**src/rtl/hdmi_pkg.sv**
```systemverilog
// hdmi_pkg: shared period, mode and state encodings for the HDMI transmit path
package hdmi_pkg;
  localparam logic [2:0] PERIOD_CTRL      = 3'b000;
  localparam logic [2:0] PERIOD_AUX_DATA  = 3'b001;
  localparam logic [2:0] PERIOD_VIDEO     = 3'b011;
  localparam logic [2:0] PERIOD_AUX_GUARD = 3'b100;
  localparam logic [2:0] PERIOD_AUX_PRE   = 3'b101;
  localparam logic [2:0] PERIOD_VID_GUARD = 3'b110;
  localparam logic [2:0] PERIOD_VID_PRE   = 3'b111;
  localparam logic [1:0] MODE_GUARD = 2'b00;
  localparam logic [1:0] MODE_AUX   = 2'b01;
  localparam logic [1:0] MODE_CTRL  = 2'b10;
  localparam logic [1:0] MODE_VIDEO = 2'b11;
  typedef enum logic [2:0] {CTRL, AUX_PRE, AUX_GL, AUX_DATA, AUX_GT, VID_PRE, VID_GUARD, VIDEO} state_t;
  typedef struct packed {
    logic [2:0] period;
    logic [1:0] m0;
    logic [1:0] m1;
    logic [1:0] m2;
    logic [1:0] c1;
    logic [1:0] c2;
    logic       guard;
  } chan_t;
  function automatic chan_t chan_of(state_t s, logic dvi);
    chan_t c;
    c = '{PERIOD_CTRL, MODE_CTRL, MODE_CTRL, MODE_CTRL, 2'b00, 2'b00, 1'b0};
    case (s)
      AUX_PRE:        c = '{PERIOD_AUX_PRE, MODE_CTRL, MODE_CTRL, MODE_CTRL, 2'b01, 2'b01, 1'b0};
      AUX_GL, AUX_GT: c = '{PERIOD_AUX_GUARD, MODE_AUX, MODE_GUARD, MODE_GUARD, 2'b00, 2'b00, 1'b0};
      AUX_DATA:       c = '{PERIOD_AUX_DATA, MODE_AUX, MODE_AUX, MODE_AUX, 2'b00, 2'b00, 1'b0};
      VID_PRE:        if (!dvi) c = '{PERIOD_VID_PRE, MODE_CTRL, MODE_CTRL, MODE_CTRL, 2'b01, 2'b00, 1'b0};
      VID_GUARD:      if (!dvi) c = '{PERIOD_VID_GUARD, MODE_GUARD, MODE_GUARD, MODE_GUARD, 2'b00, 2'b00, 1'b1};
      VIDEO:          c = '{PERIOD_VIDEO, MODE_VIDEO, MODE_VIDEO, MODE_VIDEO, 2'b00, 2'b00, 1'b0};
      default:        ;
    endcase
    return c;
  endfunction
endpackage

```
**src/rtl/hdmi_delay_line.sv**
```systemverilog
// hdmi_delay_line: fixed-depth shift register with asynchronous clear
module hdmi_delay_line #(
  parameter int WIDTH = 3,
  parameter int DEPTH = 10
) (
  input  logic             clk,
  input  logic             rst_n,
  input  logic [WIDTH-1:0] d,
  output logic [WIDTH-1:0] q
);
  logic [WIDTH-1:0] sr [DEPTH];
  always_ff @(posedge clk or negedge rst_n)
    if (!rst_n) sr <= '{default: '0};
    else begin
      sr[0] <= d;
      for (int i = 1; i < DEPTH; i++) sr[i] <= sr[i-1];
    end
  assign q = sr[DEPTH-1];
endmodule

```
**src/rtl/hdmi_period_ctrl.sv**
```systemverilog
// hdmi_period_ctrl: TMDS period sequencer and data-island scheduler
module hdmi_period_ctrl
  import hdmi_pkg::*;
#(
  parameter int PREAMBLE_LEN = 8,
  parameter int GUARD_LEN    = 2,
  parameter int SLOT_LEN     = 32,
  parameter int MAX_PACKETS  = 18,
  parameter int MIN_CTRL     = 4,
  parameter int BLANK_W      = 12
) (
  input  logic               clk,
  input  logic               rst_n,
  input  logic               dvi,
  input  logic               de_in,
  input  logic               hsync_in,
  input  logic               vsync_in,
  input  logic [BLANK_W-1:0] blank_left,
  input  logic               aux_request,
  output logic               de_out,
  output logic               hsync_out,
  output logic               vsync_out,
  output logic [2:0]         period,
  output logic [4:0]         aux_slot,
  output logic               packet_end,
  output logic               island_abort,
  output logic [1:0]         ch0_mode,
  output logic [1:0]         ch1_mode,
  output logic [1:0]         ch2_mode,
  output logic [1:0]         ch0_ctrl,
  output logic [1:0]         ch1_ctrl,
  output logic [1:0]         ch2_ctrl,
  output logic               ch2_guard
);
  localparam int LEAD       = PREAMBLE_LEN + GUARD_LEN;
  localparam int ISLAND_MIN = PREAMBLE_LEN + 2 * GUARD_LEN + SLOT_LEN + MIN_CTRL;
  localparam int PACKET_MIN = SLOT_LEN + GUARD_LEN + MIN_CTRL + 1;
  localparam int CW         = $clog2((PREAMBLE_LEN > GUARD_LEN ? PREAMBLE_LEN : GUARD_LEN) + 1);
  localparam int PW         = $clog2(MAX_PACKETS + 1);
  localparam int TW         = $clog2(MIN_CTRL + 1);
  state_t          state, next;
  chan_t           chan;
  logic [CW-1:0]   cnt;
  logic [PW-1:0]   pkt_cnt, pkt_n;
  logic [TW-1:0]   ctrl_cnt, ctrl_n;
  logic [4:0]      slot_n;
  logic [2:0]      dl;
  logic            de_d, dvi_q, dvi_eff, de_rise, in_aux, abort, last_slot, island_ok, more;
  hdmi_delay_line #(.WIDTH(3), .DEPTH(LEAD)) u_dl (
    .clk(clk),
    .rst_n(rst_n),
    .d({de_in, hsync_in, vsync_in}),
    .q(dl)
  );
  assign de_rise   = de_in && !de_d;
  assign in_aux    = state inside {AUX_PRE, AUX_GL, AUX_DATA, AUX_GT};
  assign abort     = de_rise && in_aux;
  assign dvi_eff   = (state == CTRL) ? dvi : dvi_q;
  assign last_slot = state == AUX_DATA && aux_slot == 5'(SLOT_LEN - 1);
  assign island_ok = !dvi && aux_request && !de_in && ctrl_cnt >= TW'(MIN_CTRL) && blank_left >= BLANK_W'(ISLAND_MIN);
  assign more      = aux_request && pkt_cnt < PW'(MAX_PACKETS - 1) && blank_left >= BLANK_W'(PACKET_MIN);
  // dl[2] is de re-aligned to de_out timing; video entry and exit track it
  always_comb begin
    next = state;
    case (state)
      CTRL:      next = de_rise ? VID_PRE : island_ok ? AUX_PRE : CTRL;
      AUX_PRE:   next = de_rise ? VID_PRE : cnt == CW'(PREAMBLE_LEN - 1) ? AUX_GL : AUX_PRE;
      AUX_GL:    next = de_rise ? VID_PRE : cnt == CW'(GUARD_LEN - 1) ? AUX_DATA : AUX_GL;
      AUX_DATA:  next = de_rise ? VID_PRE : (!last_slot || more) ? AUX_DATA : AUX_GT;
      AUX_GT:    next = de_rise ? VID_PRE : cnt == CW'(GUARD_LEN - 1) ? CTRL : AUX_GT;
      VID_PRE:   next = dl[2] ? VIDEO : cnt == CW'(PREAMBLE_LEN - 1) ? VID_GUARD : VID_PRE;
      VID_GUARD: next = (dl[2] || cnt == CW'(GUARD_LEN - 1)) ? VIDEO : VID_GUARD;
      VIDEO:     next = dl[2] ? VIDEO : de_in ? VID_PRE : CTRL;
      default:   next = CTRL;
    endcase
  end
  always_comb begin
    slot_n = (next == AUX_DATA && state == AUX_DATA && !last_slot) ? aux_slot + 5'd1 : 5'd0;
    pkt_n  = (next == AUX_DATA) ? pkt_cnt + PW'(last_slot) : '0;
    ctrl_n = (next == CTRL && state == CTRL) ? (ctrl_cnt == TW'(MIN_CTRL) ? ctrl_cnt : ctrl_cnt + TW'(1)) : '0;
  end
  always_ff @(posedge clk or negedge rst_n)
    if (!rst_n) begin
      state        <= CTRL;
      cnt          <= '0;
      aux_slot     <= '0;
      pkt_cnt      <= '0;
      ctrl_cnt     <= '0;
      de_d         <= 1'b0;
      dvi_q        <= 1'b0;
      chan         <= chan_of(CTRL, 1'b0);
      packet_end   <= 1'b0;
      island_abort <= 1'b0;
      de_out       <= 1'b0;
      hsync_out    <= 1'b0;
      vsync_out    <= 1'b0;
    end else begin
      state        <= next;
      cnt          <= (next == state) ? cnt + CW'(1) : '0;
      aux_slot     <= slot_n;
      pkt_cnt      <= pkt_n;
      ctrl_cnt     <= ctrl_n;
      de_d         <= de_in;
      dvi_q        <= dvi_eff;
      chan         <= chan_of(next, dvi_eff);
      packet_end   <= (next == AUX_DATA && slot_n == 5'(SLOT_LEN - 1)) || abort;
      island_abort <= abort;
      de_out       <= dl[2];
      hsync_out    <= dl[1];
      vsync_out    <= dl[0];
    end
  assign period    = chan.period;
  assign ch0_mode  = chan.m0;
  assign ch1_mode  = chan.m1;
  assign ch2_mode  = chan.m2;
  assign ch1_ctrl  = chan.c1;
  assign ch2_ctrl  = chan.c2;
  assign ch2_guard = chan.guard;
  assign ch0_ctrl  = {vsync_out, hsync_out};
  // a de_in rise inside VIDEO means the blank was shorter than LEAD
  no_short_blank: assert property (@(posedge clk) disable iff (!rst_n) !(state == VIDEO && de_rise));
endmodule

```
**config.mk**
```make
export PLATFORM = sky130hd
export DESIGN_NAME = hdmi_period_ctrl
export DESIGN_NICKNAME = d
export VERILOG_FILES = /design/src/rtl/hdmi_pkg.sv /design/src/rtl/hdmi_delay_line.sv /design/src/rtl/hdmi_period_ctrl.sv
export SDC_FILE = /design/constraint.sdc
export NUM_CORES = 1
export LEC_CHECK = 0
export ABC_AREA = 1
export CAP_MARGIN = 10
export CORE_UTILIZATION = 56
export DETAILED_ROUTE_END_ITERATION = 8
export MAX_ROUTING_LAYER = met4
export PLACE_DENSITY = 0.79
export RECOVER_POWER = 25
export SLEW_MARGIN = 30
export SYNTH_ARGS = -nofsm -noshare
export SYNTH_HDL_FRONTEND = slang
export SYNTH_HIERARCHICAL = 1
export SYNTH_SLANG_ARGS = --single-unit
export TNS_END_PERCENT = 30
```
**constraint.sdc**
```tcl
create_clock -name clk -period 3.71 [get_ports clk]
set_clock_uncertainty 0.1 [all_clocks]
set_input_delay 0.5565 -clock clk [delete_from_list [all_inputs] [get_ports clk]]
set_output_delay 0.5565 -clock clk [all_outputs]
set_load 0.01 [all_outputs]
```
==> results.rst <==
.. list-table::
   :header-rows: 1

   * - Metric
     - Value
   * - Status
     - complete, no violations
   * - Arithmetic-cell share of the synthesized area counting full adders, half adders and majority gates
     - 3.675%
   * - Effective utilization at floorplan
     - 58.05%
   * - # clock sinks
     - 66
   * - Peak VDD IR
     - 0.5013 mV
   * - Sequential share of power
     - 36.7%
   * - Setup TNS after final layout
     - 0 ns
   * - TritonCTS clock tree
     - built
   * - Buffer cell driving the clock tree root
     - sky130_fd_sc_hd__clkbuf_8
   * - Startpoint class of the critical path
     - input pin
   * - Number of different library cells in the post-synthesis netlist
     - 33
   * - Number of placement rows
     - 25
   * - Post-layout worst setup margin
     - 1.415 ns
   * - Critical-path maximum fanout
     - 7
   * - Num CTS Buffers
     - 9
   * - Simple-gate share of the synthesized area
     - 20.30%
   * - RSZ-0062 raised after global routing
     - no
   * - I/O pin count
     - 45
   * - Cell with the most instances after synthesis
     - sky130_fd_sc_hd__dfrtp_1
   * - Standby leakage power
     - 1.639 nW
   * - Pre-antenna DRT Iters
     - 4
   * - Height of the die
     - 71.74 um
   * - Initial drt markers
     - 130
   * - Register area
     - 0.001653 mm^2
   * - Per-cell routed wire length
     - 13.62 um
   * - Count of flip-flops with a built-in enable after synthesis
     - 0
   * - Global-route total usage across every layer
     - 23.10%
   * - Nets
     - 336
   * - Antenna violations before repair
     - 0
   * - CTS resizes
     - 0
   * - Proportion of register bits with asynchronous set or reset after synthesis
     - 100.0%
   * - Post-CTS Hold Fix Bufs
     - 0
   * - Clock Tree Buf Depth
     - 2
   * - Post-layout min period
     - 2.295 ns
   * - Areal power density over the cells
     - 735.7 mW/mm^2
   * - Count of final setup violators
     - 0
   * - Final hold violation count
     - 0
   * - Portion of the post-synthesis area used by sequential elements
     - 60.68%
   * - Per-instance average area after synthesis
     - 10.24 um^2
   * - Clock slew at the register clock pins of the worst setup and hold paths
     - 0.07 ns
   * - Part of the total power dissipated in combinational logic
     - 34.0%
   * - # Max-Cap Violations
     - 0
   * - Largest family of logic cells by synthesized area
     - simple AND/OR/NAND/NOR gates
   * - Placed Instance Area
     - 0.003120 mm^2
   * - Required time of the critical path
     - 3.88 ns
   * - Switch share
     - 35.46%
   * - Die width
     - 71.74 um
   * - Largest net degree at the start of global routing
     - 44
   * - Clock latency of the later-clocked register in the worst-skew pair
     - 0.34 ns
   * - IO buf count
     - 42
   * - Wire length of the first global-routing pass
     - 8.487 mm
   * - Area grow syn2layout
     - 23.38%
   * - Post-detailed-routing wire length
     - 5.011 mm
   * - Maximum achievable frequency
     - 0.4356 GHz
   * - Half-perimeter wire length of the detailed placement result
     - 3.411 mm
   * - Crit path arrival time
     - 2.47 ns
   * - Yosys top cell area share
     - 59.72%
   * - Total die area
     - 0.005147 mm^2
   * - Most frequent cells after synthesis
     - 65 x sky130_fd_sc_hd__dfrtp_1, 44 x sky130_fd_sc_hd__nand2_1, 35 x sky130_fd_sc_hd__nor2_1
   * - Headroom to the max-slew limit
     - 16.51%
   * - CP endpoint kind
     - register
   * - Cell types with the largest area share after synthesis
     - sky130_fd_sc_hd__dfrtp_1 60%, sky130_fd_sc_hd__nand2_1 6.1%, sky130_fd_sc_hd__nor2_1 4.8%
   * - # H-tree levels
     - 3
   * - Detail-routed via count per cell
     - 5.103
   * - DRC errors left
     - 0
   * - Core region area
     - 0.004692 mm^2
   * - Register bit total from synthesis
     - 66
   * - Final Slew Violations
     - 0
   * - Routed vias
     - 1,878
   * - Cell type with the largest total area after synthesis
     - sky130_fd_sc_hd__dfrtp_1
   * - Setup fix buffers added after clock tree synthesis
     - 0
   * - Antenna fix cells
     - 0
   * - Area share of xor/xnor cells in the synthesized design
     - 2.894%
   * - Final global-route overflow total
     - 0
   * - Share of the clock period used by the worst path after layout
     - 61.87%
   * - Layout cell share with drive strength beyond 1
     - 12.10%
   * - Transition time of the tightest slew-check pin
     - 1.252 ns
   * - Netlist area before placement
     - 0.002724 mm^2
   * - Routability Congestion
     - 0.9696
   * - Post-place setup slack
     - 1.151 ns
   * - Syn Inst Count
     - 266
   * - Vias in the first global route
     - 1,844
   * - Min-delay worst type
     - register to register
   * - Count of warnings emitted by yosys
     - 6
   * - Primary flip-flop cell chosen by synthesis mapping
     - sky130_fd_sc_hd__dfrtp_1
   * - Total of fill cells in the finished design
     - 352
   * - Complex-gate fraction of the synthesized area
     - 3.675%
   * - Int Power
     - 0.001596 W
   * - Power share of the clock group
     - 29.2%
   * - Power dissipated by switching net loads
     - 0.0008766 W
   * - Total area of multi-input combinational cells
     - 839.6 um^2
   * - Cell area after layout
     - 0.003361 mm^2
   * - Type of the worst setup path
     - input pin to register
   * - ANT nets after route
     - 0
   * - Multiplexer area fraction after synthesis
     - 0%
## through the flow
stage | util [%] | hold WS [ns] | power [W] | cells
after floorplan | - | 0.1609 | 0.001503 | 267
after global placement | 66.51 | 0.2317 | 0.001731 | 352
after detailed placement | 66.51 | 0.2355 | 0.001738 | 352
after CTS | 71.65 | 0.08821 | 0.002484 | 368
after global routing | 71.63 | 0.2598 | 0.002628 | 368
final | 71.63 | 0.2512 | 0.002472 | 368
## path summary, 6_finish.rpt
check | from | cells past startpoint | slack, ns | endpoint
worst max-delay path | de_in | 11 | 1.41 | period[2]
max in group asynchronous | rst_n | 2 | 1.95 | ch0_mode[1]
worst max register to register | aux_slot[0] | 13 | 1.49 | period[2]
min in group asynchronous | rst_n | 1 | 0.36 | aux_slot[2]
worst min-delay path | u_dl/sr[22] | 0 | 0.25 | u_dl/sr[19]
worst min register to register | u_dl/sr[22] | 0 | 0.25 | u_dl/sr[19]
## registers in the layout (all words and copies together), names as in the netlist
| signal | count |
|---|---|
| period | 3 |
| dvi_q | 1 |
| ch2_guard | 1 |
| ch2_ctrl | 1 |
| ch0_mode | 2 |
| ch1_mode | 1 |
| hsync_out | 1 |
| ch1_ctrl | 1 |
| aux_slot | 5 |
| vsync_out | 1 |
| cnt | 4 |
| u_dl/sr | 27 |
| pkt_cnt | 5 |
| de_out | 1 |
| ctrl_cnt | 3 |
| de_d | 1 |
| packet_end | 1 |
| u_dl/q | 3 |
| island_abort | 1 |
| state | 3 |
## logic make-up after synthesis
| family | after synthesis |
|---|---|
| and+or+nand+nor | 118 |
| DFF | 66 |
| xor gates and xnor gates | 9 |
| AOI/OAI and AO/OA | 16 |
| adders and majority gates | 8 |
| buffers and inverters | 48 |
| other | 1 |
## critical path, cell delays in order
cell	delay (ns)
sky130_fd_sc_hd__clkdlybuf4s50_1	0.54
sky130_fd_sc_hd__inv_1	0.08
sky130_fd_sc_hd__nor2_1	0.29
sky130_fd_sc_hd__nor2_1	0.09
sky130_fd_sc_hd__nand2_1	0.11
sky130_fd_sc_hd__nand3_1	0.09
sky130_fd_sc_hd__nor2_1	0.18
sky130_fd_sc_hd__nand2_2	0.14
sky130_fd_sc_hd__nor2_1	0.15
sky130_fd_sc_hd__o21ai_1	0.12
sky130_fd_sc_hd__nand3_1	0.11
## layout by cell type, fill, tap and decap left out, types with 2 or more instances in the layout
cell type,Yosys,routed
sky130_fd_sc_hd__conb_1,1,2
sky130_fd_sc_hd__bufinv_16,0,3
sky130_fd_sc_hd__nand2_2,3,3
sky130_fd_sc_hd__o21ai_1,2,2
sky130_fd_sc_hd__nand3_2,3,3
sky130_fd_sc_hd__nor2_1,35,35
sky130_fd_sc_hd__xor2_1,5,5
sky130_fd_sc_hd__inv_1,30,30
sky130_fd_sc_hd__clkbuf_1,0,2
sky130_fd_sc_hd__clkinvlp_4,0,2
sky130_fd_sc_hd__nor2_2,2,2
sky130_fd_sc_hd__dfrtp_1,65,65
sky130_fd_sc_hd__inv_2,5,5
sky130_fd_sc_hd__o21ai_0,4,4
sky130_fd_sc_hd__nand3_1,17,17
sky130_fd_sc_hd__clkdlybuf4s50_1,0,41
sky130_fd_sc_hd__nand4_1,4,4
sky130_fd_sc_hd__nand2_1,44,44
sky130_fd_sc_hd__nand2_4,3,3
sky130_fd_sc_hd__ha_1,8,8
sky130_fd_sc_hd__xnor2_1,4,4
sky130_fd_sc_hd__a21oi_1,6,6
sky130_fd_sc_hd__clkbuf_8,0,9
## layout make-up
cell class | instances | area share, %
multi-input cells | 153 | 24.98
inverters | 36 | 4.095
flip-flops and latches | 66 | 49.18
well taps | 54 | 2.010
clock buffers | 10 | 3.797
clock inverters | 6 | 3.388
repair buffers | 43 | 12.55
## power groups by stage
| stage | clock (W) | combinational, W | sequential, W |
|---|---|---|---|
| finish | 0.000723 | 0.000841 | 0.000908 |
| global route | 0.000774 | 0.000935 | 0.000919 |
| CTS | 0.000738 | 0.000839 | 0.000906 |
| detailed placement | 0 | 0.000820 | 0.000917 |
| global placement | 0 | 0.000815 | 0.000917 |
| floorplan | 0 | 0.000601 | 0.000902 |
## per-layer routing
layer  up-vias  track usage (%)  part of all wire, %
li1        899                -                    -
met1       889            29.39                   44
met2        81            34.80                   47
met3         9            7.032                  7.0
met4         0            9.368                  1.8
met5         -                -                    0
Note: power is estimated with default switching activity, not from simulation.
